===== config.mk =====
export PLATFORM = sky130hd
export DESIGN_NAME = train_dispatch_flat
export DESIGN_NICKNAME = d
export VERILOG_FILES = /design/src/rtl/train_dispatch_if.sv /design/src/rtl/train_dispatch.sv /design/src/flat_wrapper.sv
export SDC_FILE = /design/constraint.sdc
export NUM_CORES = 1
export LEC_CHECK = 0
export ABC_CLOCK_PERIOD_IN_PS = 2420
export BUFFER_PORTS_ARGS = -buffer_cell sky130_fd_sc_hd__buf_2
export CAP_MARGIN = 20
export CORE_MARGIN = 2
export CORE_UTILIZATION = 57
export CTS_CLUSTER_SIZE = 20
export DETAILED_ROUTE_END_ITERATION = 6
export PLACE_DENSITY = 0.85
export SLEW_MARGIN = 30
export SYNTH_ARGS = -nofsm -noshare
export SYNTH_HDL_FRONTEND = slang
export SYNTH_SLANG_ARGS = --single-unit

===== constraint.sdc =====
create_clock -name clk -period 2.42 [get_ports clk]
set_input_delay 0 -clock clk [delete_from_list [all_inputs] [get_ports clk]]
set_output_delay 0 -clock clk [all_outputs]
set_load 0.005 [all_outputs]

===== src/rtl/train_dispatch_if.sv =====
// ---------------------------------------------------------------------------
// train_dispatch_if
//   Bundles the script input and the departure-frame output of
//   train_dispatch.
//   Optional: define TRAIN_DISPATCH_ERRCODE_EN to add err_code.
//
//   in_valid  script frame valid (header beat followed by op beats)
//   num       car count N, meaningful on the header beat only
//   op        1 = push next arriving car, 0 = pop stack top
//   out_valid departure frame / error beat valid
//   data      N, then departing car numbers
//   err       single error beat marker
//   err_code  (optional) error reason on the error beat
//
//   master : script producer / frame consumer
//   slave  : the dispatcher itself
// ---------------------------------------------------------------------------
interface train_dispatch_if;
    logic       in_valid;
    logic [3:0] num;
    logic       op;
    logic       out_valid;
    logic [3:0] data;
    logic       err;
`ifdef TRAIN_DISPATCH_ERRCODE_EN
    logic [2:0] err_code;
`endif

    modport master (
        output in_valid, num, op,
        input  out_valid, data, err
`ifdef TRAIN_DISPATCH_ERRCODE_EN
        , input err_code
`endif
    );

    modport slave (
        input  in_valid, num, op,
        output out_valid, data, err
`ifdef TRAIN_DISPATCH_ERRCODE_EN
        , output err_code
`endif
    );
endinterface


===== src/rtl/train_dispatch.sv =====
// ---------------------------------------------------------------------------
// train_dispatch
//   Replays a push/pop script on a 10-deep stack fed by cars 1..N in order,
//   then emits the departure frame: N followed by the N departing cars.
//   A bad script yields one error beat instead of a frame.
//   Optional: define TRAIN_DISPATCH_ERRCODE_EN to drive bus.err_code
//   (1 bad N, 2 pop empty, 3 push overflow, 4 incomplete).
//
//   clk    clock, rising edge
//   rst_n  asynchronous active-low reset
//   bus    train_dispatch_if.slave (script in, frame out)
// ---------------------------------------------------------------------------
module train_dispatch (
    input  logic              clk,
    input  logic              rst_n,
    train_dispatch_if.slave   bus
);
    localparam int DEPTH = 10;

    typedef enum logic [2:0] {
        S_IDLE  = 3'd0,
        S_RECV  = 3'd1,
        S_CHECK = 3'd2,
        S_SEND  = 3'd3,
        S_ERR   = 3'd4
    } state_t;

    state_t     state_reg, state_next;

    logic [3:0] n_reg;
    logic [3:0] next_car_reg;
    logic [3:0] pop_cnt_reg;
    logic [3:0] sp_reg;
    logic [3:0] beat_reg;
    logic [2:0] code_reg;

    logic [3:0] stack_mem [0:DEPTH-1];
    logic [3:0] dep_mem   [0:DEPTH-1];

    logic       out_valid_reg, out_valid_next;
    logic [3:0] data_reg, data_next;
    logic       err_reg, err_next;
    logic [2:0] err_code_reg, err_code_next;

    // ------------------------------------------------------------------
    // Per-beat decode
    // ------------------------------------------------------------------
    logic       header_en;
    logic       recv_op;
    logic       push_ok, push_bad, pop_ok, pop_bad;
    logic       incomplete;
    logic       any_err;
    logic [3:0] sp_m1;
    logic [3:0] beat_m1;
    logic [3:0] top;

    assign header_en = (state_reg == S_IDLE) && bus.in_valid;
    // Ops are only acted on while no error is latched; the first error wins.
    assign recv_op   = (state_reg == S_RECV) && bus.in_valid && (code_reg == 3'd0);
    assign push_ok   = recv_op &&  bus.op && (next_car_reg <= n_reg);
    assign push_bad  = recv_op &&  bus.op && (next_car_reg >  n_reg);
    assign pop_ok    = recv_op && !bus.op && (sp_reg != 4'd0);
    assign pop_bad   = recv_op && !bus.op && (sp_reg == 4'd0);

    assign sp_m1     = sp_reg - 4'd1;
    assign beat_m1   = beat_reg - 4'd1;
    assign top       = stack_mem[sp_m1];

    // Every car must have arrived and left; compared in 5 bits so N+1 never wraps.
    assign incomplete = (code_reg == 3'd0) &&
                        (({1'b0, next_car_reg} != ({1'b0, n_reg} + 5'd1)) ||
                         (sp_reg != 4'd0));
    assign any_err    = (code_reg != 3'd0) || incomplete;

    // ------------------------------------------------------------------
    // Stack and departure buffer storage, one register per slot
    // ------------------------------------------------------------------
    generate
        for (genvar gi = 0; gi < DEPTH; gi++) begin : g_slot
            always_ff @(posedge clk or negedge rst_n) begin
                if (!rst_n) begin
                    stack_mem[gi] <= 4'd0;
                end else if (push_ok && (sp_reg == 4'(gi))) begin
                    stack_mem[gi] <= next_car_reg;
                end
            end

            always_ff @(posedge clk or negedge rst_n) begin
                if (!rst_n) begin
                    dep_mem[gi] <= 4'd0;
                end else if (pop_ok && (pop_cnt_reg == 4'(gi))) begin
                    dep_mem[gi] <= top;
                end
            end
        end
    endgenerate

    // ------------------------------------------------------------------
    // Counters and error code
    // ------------------------------------------------------------------
    always_ff @(posedge clk or negedge rst_n) begin
        if (!rst_n) begin
            n_reg        <= 4'd0;
            next_car_reg <= 4'd0;
            pop_cnt_reg  <= 4'd0;
            sp_reg       <= 4'd0;
            beat_reg     <= 4'd0;
            code_reg     <= 3'd0;
        end else begin
            if (header_en) begin
                n_reg        <= bus.num;
                sp_reg       <= 4'd0;
                next_car_reg <= 4'd1;
                pop_cnt_reg  <= 4'd0;
                code_reg     <= ((bus.num == 4'd0) || (bus.num > 4'd10)) ? 3'd1 : 3'd0;
            end
            if (push_ok) begin
                sp_reg       <= sp_reg + 4'd1;
                next_car_reg <= next_car_reg + 4'd1;
            end
            if (push_bad) begin
                code_reg <= 3'd3;
            end
            if (pop_ok) begin
                sp_reg      <= sp_m1;
                pop_cnt_reg <= pop_cnt_reg + 4'd1;
            end
            if (pop_bad) begin
                code_reg <= 3'd2;
            end
            if ((state_reg == S_CHECK) && incomplete) begin
                code_reg <= 3'd4;
            end
            if (state_reg == S_CHECK) begin
                beat_reg <= 4'd0;
            end else if (state_reg == S_SEND) begin
                beat_reg <= beat_reg + 4'd1;
            end
        end
    end

    // ------------------------------------------------------------------
    // FSM: state register
    // ------------------------------------------------------------------
    always_ff @(posedge clk or negedge rst_n) begin
        if (!rst_n) begin
            state_reg <= S_IDLE;
        end else begin
            state_reg <= state_next;
        end
    end

    // FSM: next state
    always_comb begin
        state_next = state_reg;
        case (state_reg)
            S_IDLE:  if (bus.in_valid)  state_next = S_RECV;
            S_RECV:  if (!bus.in_valid) state_next = S_CHECK;
            S_CHECK: state_next = any_err ? S_ERR : S_SEND;
            // Beat 0 carries N, beats 1..N the cars: leave after beat N.
            S_SEND:  if (beat_reg == n_reg) state_next = S_IDLE;
            S_ERR:   state_next = S_IDLE;
            default: state_next = S_IDLE;
        endcase
    end

    // FSM: outputs (computed one cycle ahead, then registered)
    always_comb begin
        out_valid_next = 1'b0;
        data_next      = 4'd0;
        err_next       = 1'b0;
        err_code_next  = 3'd0;
        case (state_reg)
            S_SEND: begin
                out_valid_next = 1'b1;
                data_next      = (beat_reg == 4'd0) ? n_reg : dep_mem[beat_m1];
            end
            S_ERR: begin
                out_valid_next = 1'b1;
                err_next       = 1'b1;
                err_code_next  = code_reg;
            end
            default: ;
        endcase
    end

    always_ff @(posedge clk or negedge rst_n) begin
        if (!rst_n) begin
            out_valid_reg <= 1'b0;
            data_reg      <= 4'd0;
            err_reg       <= 1'b0;
            err_code_reg  <= 3'd0;
        end else begin
            out_valid_reg <= out_valid_next;
            data_reg      <= data_next;
            err_reg       <= err_next;
            err_code_reg  <= err_code_next;
        end
    end

    assign bus.out_valid = out_valid_reg;
    assign bus.data      = data_reg;
    assign bus.err       = err_reg;
`ifdef TRAIN_DISPATCH_ERRCODE_EN
    assign bus.err_code  = err_code_reg;
`else
    // Code is still latched internally; without the port it has no reader.
    logic unused_code;
    assign unused_code = ^err_code_reg;
`endif
endmodule

===== src/flat_wrapper.sv =====
// flat-port wrapper written by rule: the top's interface ports become plain ports
module train_dispatch_flat 
  (clk, rst_n, bus_in_valid, bus_num, bus_op, bus_out_valid, bus_data, bus_err);
  train_dispatch_if bus_i ();
  input  logic clk;
  input  logic rst_n;
  input wire logic [$bits(bus_i.in_valid)-1:0] bus_in_valid;
  input wire logic [$bits(bus_i.num)-1:0] bus_num;
  input wire logic [$bits(bus_i.op)-1:0] bus_op;
  output wire logic [$bits(bus_i.out_valid)-1:0] bus_out_valid;
  output wire logic [$bits(bus_i.data)-1:0] bus_data;
  output wire logic [$bits(bus_i.err)-1:0] bus_err;
  assign bus_i.in_valid = bus_in_valid;
  assign bus_i.num = bus_num;
  assign bus_i.op = bus_op;
  assign bus_out_valid = bus_i.out_valid;
  assign bus_data = bus_i.data;
  assign bus_err = bus_i.err;
  train_dispatch u_core (.clk(clk), .rst_n(rst_n), .bus(bus_i));
endmodule

== Word level (Yosys, flattened, before mapping) ==
Cells that the tools add are included.

* Bits in registers: 112
* Input bits: 8
* Output and inout port bits: 6
* Word-level logic and storage cells: 149

* Add/subtract/negate cells: 7
* $lt $le $gt $ge: 5
* Eq/ne operators: 27
* Mux-type cells: 28
* Bitwise gates (word level): 2
* Reduce and logical (&&, ||, !) cells: 50

{| class="wikitable"
|+ Operators by type and width
! operator !! count
|-
| $mux 4 || 14
|-
| $bmux 4 s4 || 2
|-
| $eq 4x3->1 const B || 8
|-
| $logic_and 1x1->1 || 31
|-
| $mux 3 || 8
|-
| $add 4x1->4 const B || 4
|-
| $eq 4x2->1 const B || 4
|-
| $eq 4x4->1 const B || 4
|-
| $logic_not 4->1 || 4
|-
| $pmux 3 s4 || 1
|-
| $ge 5x5->1 const B || 2
|-
| $not 4->5 || 2
|-
| $eq 4x1->1 const B || 2
|-
| $reduce_bool 4->1 || 2
|-
| $sub 4x1->4 const B || 2
|-
| $eq 3x2->1 const B || 2
|-
| $logic_not 3->1 || 2
|-
| $ne 2x2->1 const B || 3
|-
| $reduce_bool 2->1 || 3
|-
| $reduce_bool 3->1 || 2
|-
| $add 4x1->5 const B || 1
|-
| $ne 4x5->1 || 1
|-
| $eq 4x4->1 || 1
|-
| $gt 4x4->1 || 1
|-
| 9 further kinds || 13
|}

== Logic depth before layout (Yosys ltp) ==
Gate-level depths: netlist (run 1).

* Word-level depth: 8
* Gate-level depth with buffers: 10
* Gate-level depth less buffers: 7

== Worst setup path after synthesis (run 1) ==
OpenSTA, ideal clock, no wires.

* Path kind: register to register
* From: register u_core.sp_reg[0]
* To: register u_core.dep_mem[0] in the netlist's numbering
* Library setup time: 130 ps
* Arrival: 2328 ps
* Data required time: 2290 ps
* Slack: -38 ps
* Stages on the path, launching flop included: 10
* Path buffers: 3
* Clock period less this slack: 2458 ps
* Path through: dfrtp_1 > buf_6 > buf_8 > inv_1 > ha_1 > clkbuf_1 > mux4_2 > mux2_2 > a22oi_4 > o21ai_1

* Longest elaborated chain between the ends: 5
* Elaborated cells on any way between the ends: 8
* Those cells by class: 1 x add/sub; 3 x mux; 1 x bitwise; 3 x reduce/logical

{| class="wikitable"
|+ Ends and longest elaborated chain
! what !! line !! text
|-
| start: declaration || train_dispatch.sv:33 || <nowiki>logic [3:0] sp_reg;</nowiki>
|-
| start signal: assignment || train_dispatch.sv:118 || <nowiki>sp_reg <= sp_reg + 4'd1;</nowiki>
|-
| start signal: assignment || train_dispatch.sv:125 || <nowiki>sp_reg <= sp_m1;</nowiki>
|-
| $sub 4x1->4 || train_dispatch.sv:65 || <nowiki>assign sp_m1 = sp_reg - 4'd1;</nowiki>
|-
| $not 4->5 (implied by the code) || train_dispatch.sv:67 || <nowiki>assign top = stack_mem[sp_m1];</nowiki>
|-
| $bmux 4 s4 || train_dispatch.sv:67 ||
|-
| $mux 4 (implied by the code) (2 in series) || train_dispatch.sv:67 ||
|-
| end signal: indexed assignment || train_dispatch.sv:92 || <nowiki>dep_mem[gi] <= top;</nowiki>
|-
| end: declaration || train_dispatch.sv:38 || <nowiki>logic [3:0] dep_mem [0:DEPTH-1];</nowiki>
|}

Several ways; a longest one is shown, not always the timed one. The select of a mux whose other input is x is not followed.
A chain may end at the register's enable or synchronous reset.

== Worst setup path after layout (run 1) ==
* From: register u_core.n_reg[3]
* To: register u_core.stack_mem[2] in the netlist's numbering

* Longest elaborated chain between the ends: 3

{| class="wikitable"
|+ Ends and longest elaborated chain
! what !! line !! text
|-
| start: declaration || train_dispatch.sv:30 || <nowiki>logic [3:0] n_reg;</nowiki>
|-
| start signal: assignment || train_dispatch.sv:111 || <nowiki>n_reg <= bus.num;</nowiki>
|-
| $le 4x4->1 || train_dispatch.sv:60 || <nowiki>assign push_ok = recv_op && bus.op && (next_car_reg <= n_reg);</nowiki>
|-
| $logic_and 1x1->1 || train_dispatch.sv:60 ||
|-
| $logic_and 1x1->1 || train_dispatch.sv:83 || <nowiki>end else if (push_ok && (sp_reg == 4'(gi))) begin</nowiki>
|-
| end signal: indexed assignment || train_dispatch.sv:84 || <nowiki>stack_mem[gi] <= next_car_reg;</nowiki>
|-
| end: declaration || train_dispatch.sv:37 || <nowiki>logic [3:0] stack_mem [0:DEPTH-1];</nowiki>
|}

Every way passes these cells.

==> results by stage, run 1 <==
Clock network:
- The number of clock buffers added by TritonCTS is 9.
- The depth of the CTS H-tree is 3.
- Clock latency on the worst-skew pair, taken at its later pin, is between 300 and 400 ps.
- The number of buffers between clock root and the deepest sink is 2.
- In this run the clock root is driven by a sky130_fd_sc_hd__clkbuf_8.
- TritonCTS built the clock tree.
- For this design, the sink count on the clock tree is 112.
- The post-CTS clock slew at the launch and capture registers of the worst setup and hold paths is 100 ps.

Timing:
- The worst pin sits at a relative slew slack of 38.04%.
- At the pin with the least slew margin, the transition time is 922.7 ps.
- Setup repair after global routing left no endpoint under its margin.
- The worst path needs 2297 ps of the cycle, external delays included.
- After routing, the total negative slack on setup checks comes to 0 ps.
- Setup violations remaining at the end of the flow were counted as 0.
- The number of hold violations in the final report is 0.
- The fmax is between 0.4 and 0.5 GHz.
- The final number of max-transition violations is 0.
- The worst path uses 94.94% of the clock period.
- Across the routed clock network, the largest skew measured is around 8.3 ps.

Floorplanning:
- The core area is between 10000 and 15000 sq um.
- The x dimension of the die is 106.7 um.
- The die covers 11390 sq um.
- The effective utilization at floorplan is 58.55%.
- For this design the top-level I/O count stands at 14.
- The total number of placement rows is 37.
- The die height is about 110 um.

Placement:
- The placed cell area is 6277 sq um.
- Routability-driven placement finished with a final weighted congestion of 0.9188.
- The quantity of I/O buffers inserted on ports is 13.
- The detailed placer's ending HPWL is 9237 um.

Worst hold path:
- The startpoint identified for the worst hold timing path is bus_in_valid.
- The worst hold path terminates at u_core.state_reg[0]$_DFFE_PN0P_.
- The number of cells traversed by the worst hold path is 3.
- The classification of the worst-slack hold path is input port to register.

Cells and area:
- Leaving out fill and tap cells, the most frequent cells in the layout are sky130_fd_sc_hd__dfrtp_1, sky130_fd_sc_hd__nand2_1, sky130_fd_sc_hd__mux2_2, sky130_fd_sc_hd__o21ai_1, sky130_fd_sc_hd__buf_4.
- From synthesis to final layout, the design area changed by 9.274%.
- Counting the fill cells in the layout gives 703.
- Of the cells placed in the final design, the portion with a size suffix greater than 1 is 25.27%.
- The largest registers in the layout are u_core.dep_mem: 40 flops, u_core.stack_mem: 40 flops.
- The layout net count is 566.
- The cell area after layout is between 6000 and 7000 sq um.
- 0 antenna diodes ended up in the layout.
- The most common cell after layout, fill and taps aside is sky130_fd_sc_hd__dfrtp_1.

Detailed routing:
- The routed layout has around 4300 vias.
- After detailed routing, the average wire length per cell comes to between 15 and 20 um.
- The DRC violation count after routing is 0.
- The violation count after the first detailed-route iteration is 451.
- The via density per instance is between 6 and 7.
- The count of antenna-violating nets left after detailed routing is 0.
- The detailed route wirelength on metal2 is 6466 um.
- The number of optimization iterations in the first detailed-route pass is 5.
- Summed over all nets, wire length on met3 after detailed routing comes to 865 um.
- The total wire length after detailed routing is 13210 um.
- The sum of routed wire segments on met1 is 5510 um.
- The topmost layer with routed signal wires is met4.

Status:
- The flow ran to the end, and the final reports show no timing, DRC or antenna violations.

Global route:
- The total overflow left after global routing is 0.
- The overall fraction of global-route tracks in use is between 20 and 25%.
- The initial antenna violation count is 0.
- The maximum number of pins on one net before global-route repair is 58.
- The first global-routing pass estimated 21870 um of wire.
- The number of global-route vias before repair is about 4400.

Power:
- The analysis attributes to cell leakage a power of roughly 3 nW.
- The ratio of total power to cell area is ~1000 nW/um^2.
- The worst voltage drop across the vdd grid is between 0.0007 and 0.0008 V.

Worst setup path:
- The critical path launch point type is a register.
- The maximum fanout along the worst path is 15.
- Data on the critical path is required at its endpoint by 2700 ps.
- The critical register-to-register path endpoint is u_core.stack_mem[2]$_DFFE_PN0P_.
- Counting cells, the worst reg-to-reg path comes to 9.
- The critical path is of the register to register type.
- The launch point of the worst reg-to-reg path is u_core.n_reg[3]$_DFFE_PN0P_.
- The arrival time of the worst setup path is 2570 ps.
- The worst setup path is captured at a register.
- The register-to-register path setup slack is 120 ps.

Synth:
- Synthesis produced a netlist whose cell count is approximately 520.
- The synthesized design contains ~110 register bits.
- The total nets after synthesis is roughly 540.
- The synthesized area is 6017 sq um.
- The sequential element share of the synthesized area is a little under half.
- In this run, synthesis inferred 0 flip-flops with an integrated enable.
- The netlist uses 63 different library cells.
- The average instance in the mapped netlist occupies 11.66 sq um.
- The number of warning messages in the yosys log is 0.
- The dominant synthesized flop cell is sky130_fd_sc_hd__dfrtp_1.
- The share of async-settable or async-resettable flops after synthesis is 100.0%.

Job:
- The reported max-cap violation count is 0.
cell usage after synthesis, types with 8 or more instances:
cell                       instances  area, sq um
sky130_fd_sc_hd__ha_1             17        212.7
sky130_fd_sc_hd__mux2i_1           9        90.09
sky130_fd_sc_hd__inv_1            17        63.81
sky130_fd_sc_hd__o21ai_0          11        55.05
sky130_fd_sc_hd__o21ai_1          40        200.2
sky130_fd_sc_hd__dfrtp_1         112         2803
sky130_fd_sc_hd__mux2_2           49        551.8
sky130_fd_sc_hd__clkbuf_1         11        41.29
sky130_fd_sc_hd__mux4_2            8        180.2
sky130_fd_sc_hd__nand2_1          74        277.8
sky130_fd_sc_hd__nand3_1           9        45.04
sky130_fd_sc_hd__nor3_1           12        60.06
sky130_fd_sc_hd__a21oi_1           8        40.04
sky130_fd_sc_hd__nor2_1           17        63.81
sky130_fd_sc_hd__xnor2_1           9        78.83
sky130_fd_sc_hd__mux4_1            8        210.2
cells by family (layout without fill, tap and decap cells):
family / after synthesis / count (layout) / share of synthesized area [%]
AOI/OAI and AO/OA: 95 / 95 / 11.33
buffers and inverters: 42 / 72 / 3.701
xor gates and xnor gates: 16 / 16 / 2.329
and+or+nand+nor: 160 / 160 / 15.37
DFF: 112 / 112 / 46.58
muxes: 74 / 74 / 17.16
adders and majority gates: 17 / 17 / 3.535
cell type report:
| type | instances | area (sq um) | area share (%) |
|---|---|---|---|
| multi-input combinational | 362 | 3012 | 45.80 |
| inverter | 17 | 63.81 | 0.9705 |
| tap | 136 | 170.2 | 2.588 |
| clock inverter | 6 | 87.58 | 1.332 |
| clock buffer | 10 | 137.6 | 2.093 |
| sequential | 112 | 2804 | 42.65 |
| timing repair buffer | 39 | 300.3 | 4.567 |
worst max-delay path: stages, from the launching register on:
cell,delay [ps]
sky130_fd_sc_hd__dfrtp_2,450
sky130_fd_sc_hd__inv_1,80
sky130_fd_sc_hd__ha_1,290
sky130_fd_sc_hd__and2_1,210
sky130_fd_sc_hd__o21ai_2,110
sky130_fd_sc_hd__a32oi_4,80
sky130_fd_sc_hd__buf_12,180
sky130_fd_sc_hd__nor4_4,260
sky130_fd_sc_hd__buf_4,190
sky130_fd_sc_hd__mux2_2,340
how the worst max path moves through the flow:
stage                                     from                          endpoint  slack (ps)  depth (start not counted)
6_report           u_core.n_reg[3]$_DFFE_PN0P_   u_core.stack_mem[2]$_DFFE_PN0P_         120                          9
5_1_grt            u_core.n_reg[3]$_DFFE_PN0P_   u_core.stack_mem[2]$_DFFE_PN0P_          20                          9
4_1_cts        u_core.state_reg[2]$_DFFE_PN0P_    u_core.dep_mem[14]$_DFFE_PN0P_          30                          5
3_5_place_dp       u_core.n_reg[3]$_DFFE_PN0P_   u_core.stack_mem[2]$_DFFE_PN0P_          60                          8
3_3_place_gp       u_core.n_reg[3]$_DFFE_PN0P_  u_core.stack_mem[16]$_DFFE_PN0P_         120                          8
2_1_floorplan     u_core.sp_reg[0]$_DFFE_PN0P_    u_core.dep_mem[10]$_DFFE_PN0P_         110                          9
power by group:
| group | internal (mW) | switching [mW] |
|---|---|---|
| logic | 1.26 | 1.84 |
| registers | 2.13 | 0.284 |
| clock network | 0.616 | 0.649 |
routing by layer:
layer  vias to the layer above  global-route usage [%]
met5                         -                       0
met1                      2130                   32.40
met4                         0                   11.13
met3                        40                   5.714
li1                       1928                       -
met2                       213                   40.35
stage by stage:
stage / worst slack [ps] / std cells / hold slack, ps / total power, mW / util, %
finish: 122.6 / 682 / 13.43 / 6.780 / 63.98
global route: 15.55 / 682 / 44.89 / 7.138 / 63.98
CTS: 32.91 / 681 / 2.560 / 6.747 / 63.76
detailed placement: 64.87 / 660 / 130.7 / 5.464 / 61.08
global placement: 124.7 / 660 / 116.6 / 5.324 / 61.08
floorplan: 108.2 / 516 / -295.6 / 4.709 / -
timing repair:
action	4_1_cts	5_1_grt
setup endpoints to repair	0	51
hold buffers	5	0
resized for setup	0	4
hold endpoints to repair	60	0
buffers inserted	0	1
No activity file was read; power rests on OpenSTA's default activity.
==> run 2: changes to the inputs <==
--- a/config.mk
+++ b/config.mk
@@ -5,14 +5,14 @@
 export SDC_FILE = /design/constraint.sdc
 export NUM_CORES = 1
 export LEC_CHECK = 0
-export ABC_CLOCK_PERIOD_IN_PS = 2420
+export ABC_CLOCK_PERIOD_IN_PS = 2400
 export BUFFER_PORTS_ARGS = -buffer_cell sky130_fd_sc_hd__buf_2
 export CAP_MARGIN = 20
 export CORE_MARGIN = 2
-export CORE_UTILIZATION = 57
+export CORE_UTILIZATION = 63
 export CTS_CLUSTER_SIZE = 20
 export DETAILED_ROUTE_END_ITERATION = 6
-export PLACE_DENSITY = 0.85
+export PLACE_DENSITY = 0.88
 export SLEW_MARGIN = 30
 export SYNTH_ARGS = -nofsm -noshare
 export SYNTH_HDL_FRONTEND = slang
==> constraint.sdc (replaced) <==
create_clock -name clk -period 2.4 [get_ports clk]
set_input_delay 0 -clock clk [delete_from_list [all_inputs] [get_ports clk]]
set_output_delay 0 -clock clk [all_outputs]
set_load 0.005 [all_outputs]
==> results by stage, run 2 (synthesis results as in run 1) <==
Power:
- The static leakage power came to 3.037 nW (-0.35%).
- The ratio of total power to cell area came to 1029 nW/um^2 (-0.22%).
- The worst voltage drop across the vdd grid is 0.0005074 V (-34%).

Timing:
- The count of final setup violators was 0 (unchanged).
- The relative slew slack was 40.58% (+2.5 points).
- The transition time of the tightest slew-check pin is 884.9 ps (-37.81 ps).
- The share of the cycle needed by the critical path after routing is 95.79% (+0.85 points).
- The number of hold violations in the final report is 0 (unchanged).
- The minimum clock period after layout is 2299 ps (+1.442 ps).
- The final number of max-transition violations is 0 (unchanged).
- The worst setup slack after layout is 101.1 ps (-21.44 ps).
- The worst-case clock skew is 12.94 ps (+4.651 ps).
- The final total negative setup slack is 0 ps (unchanged).
- The fmax was 0.4350 GHz (about the same).
- Setup repair after global routing left no endpoint under its margin.

Worst setup path:
- The kind of capture point of the worst setup path is a register.
- The biggest cell delay along the critical path was 450 ps (about the same).
- The category of the critical setup timing path is register to register.
- In this run the critical register-to-register path is launched from u_core.n_reg[3]$_DFFE_PN0P_.
- The register-to-register path setup slack is 100 ps (-20 ps).
- Walking the worst path, the cells encountered are inv_1, ha_1, and2_1, o21ai_2, a32oi_4, buf_12, nor4_4, mux2_2.
- The critical path starts at u_core.n_reg[3]$_DFFE_PN0P_.
- The depth of the worst register-to-register path came to 8 (-1).
- The maximum fanout along the worst path came to 15 (unchanged).
- The most critical setup path has its endpoint at u_core.stack_mem[17]$_DFFE_PN0P_.
- The critical path data required time is 2690 ps (about the same).
- The slowest stage of the critical path is the sky130_fd_sc_hd__dfrtp_2 cell.
- The critical path launch point type is a register.
- The arrival time of the worst setup path was 2590 ps (+20 ps).
- The critical register-to-register path endpoint is u_core.stack_mem[17]$_DFFE_PN0P_.

Clock network:
- The total number of clock tree sinks is 112 (unchanged).
- The number of setup buffers added after CTS is 0 (unchanged).
- The clock latency of the later-clocked register in the worst-skew pair is 400 ps (+20 ps).
- The number of buffers inserted during clock tree synthesis is 9 (unchanged).
- TritonCTS built the clock tree.
- The post-CTS clock slew at the launch and capture registers of the worst setup and hold paths was 120 ps (+20 ps).
- The depth of the CTS H-tree is 3 (unchanged).
- The root buffer cell is sky130_fd_sc_hd__clkbuf_8.
- The number of buffers between clock root and the deepest sink is 2 (unchanged).

Floorplanning:
- The total number of placement rows was 35 (-5.4%).
- The core area is 9240 sq um (-10%).
- The count of pins on the block boundary was 14 (unchanged).
- The area enclosed by the die boundary is 10350 sq um (-9.2%).
- The die height was 101.7 um (-4.7%).
- The x dimension of the die was 101.7 um (-4.7%).
- The effective utilization at floorplan is 65.12% (+6.6 points).

Detailed routing:
- The detail-routed net length per standard cell is 19.99 um (+3.2%).
- The violation count after the first detailed-route iteration was 380 (-16%).
- The total number of vias is 4320 (+0.21%).
- The count of antenna-violating nets left after detailed routing was 0 (unchanged).
- The via density per instance is 6.400 (+1.2%).
- The total wire length after detailed routing is 13500 um (+2.2%).
- The DRC violation count after routing is 0 (unchanged).
- The number of optimization iterations in the first detailed-route pass is 5 (unchanged).

Status:
- The flow ran to the end, and the final reports show no timing, DRC or antenna violations.

Placement:
- The quantity of I/O buffers inserted on ports is 13 (unchanged).
- The routability congestion estimate came to 0.8733 (-5.0%).
- The setup slack after placement is 51.41 ps (-13.46 ps).
- The detailed placer's ending HPWL was 9284 um (+0.50%).

Global route:
- The aggregate global routing overflow is 0 (unchanged).
- The number of global-route vias before repair is 4417 (+0.30%).
- The initial antenna violation count was 0 (unchanged).
- The maximum number of pins on one net before global-route repair is 56 (-3.4%).
- The first-pass GRT wire length is 22380 um (+2.3%).
- The overall fraction of global-route tracks in use is 28.37% (+3.4 points).

Cells and area:
- The share of post-route cells with drive strength above 1 is 25.09% (-0.18 points).
- The layout net count was 566 (unchanged).
- In the final layout, the registers with the most flip-flops are u_core.dep_mem: 40 flops, u_core.stack_mem: 40 flops.
- The most common cell after layout, fill and taps aside is sky130_fd_sc_hd__dfrtp_1.
- The count of inserted antenna diode cells was 0 (unchanged).
- The library cells used most frequently in the layout, excluding fill and tap cells, are sky130_fd_sc_hd__dfrtp_1, sky130_fd_sc_hd__nand2_1, sky130_fd_sc_hd__mux2_2, sky130_fd_sc_hd__o21ai_1, sky130_fd_sc_hd__buf_4.
- The area growth from synthesis to layout is 8.921%.

Worst hold path:
- In this run the worst hold path is classified as input port to async pin.

Job:
- The reported max-cap violation count is 0 (unchanged).
## run 2: changes by cell type in the layout (fill, tap and decap cells not counted), sizes merged
cell | previous run | this run
clkinv | 2 | 4
dlygate4sd3 | 5 | 6
clkbuf | 10 | 9
inv | 19 | 20
bufinv | 2 | 0
buf | 34 | 33
## run 2: layout make-up
class,instances,area (sq um)
clock inverters,7,86.33
inverters,17,63.81
multi-input cells,362,3012
flip-flops and latches,112,2804
well taps,129,161.4
repair buffers,39,302.8
clock buffers,9,123.9
fillers,579,2686
## run 2: worst min path at each step
stage | end | slack [ps] | cells past startpoint
finish | u_core.stack_mem[15]$_DFFE_PN0P_ | 110 | 2
global route | u_core.code_reg[1]$_DFFE_PN0P_ | 140 | 3
CTS | u_core.code_reg[1]$_DFFE_PN0P_ | 120 | 3
detailed placement | u_core.stack_mem[15]$_DFFE_PN0P_ | 10 | 1
global placement | u_core.stack_mem[11]$_DFFE_PN0P_ | -10 | 1
floorplan | u_core.beat_reg[0]$_DFFE_PN0P_ | -300 | 0
## run 2: critical path, delay by kind of cell, from the launching register on
kind            cells  cell delay (ps)
simple gates        2              620
flops               1              450
mux                 1              390
fa+ha+maj           1              280
buf+inv             2              260
compound gates      2              190
## run 2: report_power, final
| part | internal [mW] | switching, mW |
|---|---|---|
| clock network | 0.421 | 0.743 |
| registers | 2.15 | 0.300 |
| logic | 1.27 | 1.86 |
## run 2: routing by layer
layer	up-vias	track usage (%)	routed length, um
li1	1924	-	-
met1	2166	38.53	5520
met2	196	45.80	6832
met3	34	5.176	834
met4	0	10.91	308
met5	-	0	0
## run 2: stage by stage
stage | area, sq um | util, % | power, mW | hold WS [ps] | instances
final | 6554 | 70.93 | 6.744 | 108.0 | 675
after global routing | 6554 | 70.93 | 7.115 | 143.4 | 675
after CTS | 6539 | 70.77 | 6.686 | 121.6 | 675
after detailed placement | 6269 | 67.84 | 5.504 | 14.45 | 653
after global placement | 6269 | 67.84 | 5.360 | -10.32 | 653
after floorplan | 6018 | - | 4.748 | -295.6 | 516
## run 2: timing repair
item | in CTS | in global routing
hold buffers | 6 | 0
endpoints found under the setup margin | 0 | 63
resized for setup | 0 | 4
endpoints found under the hold margin | 42 | 0
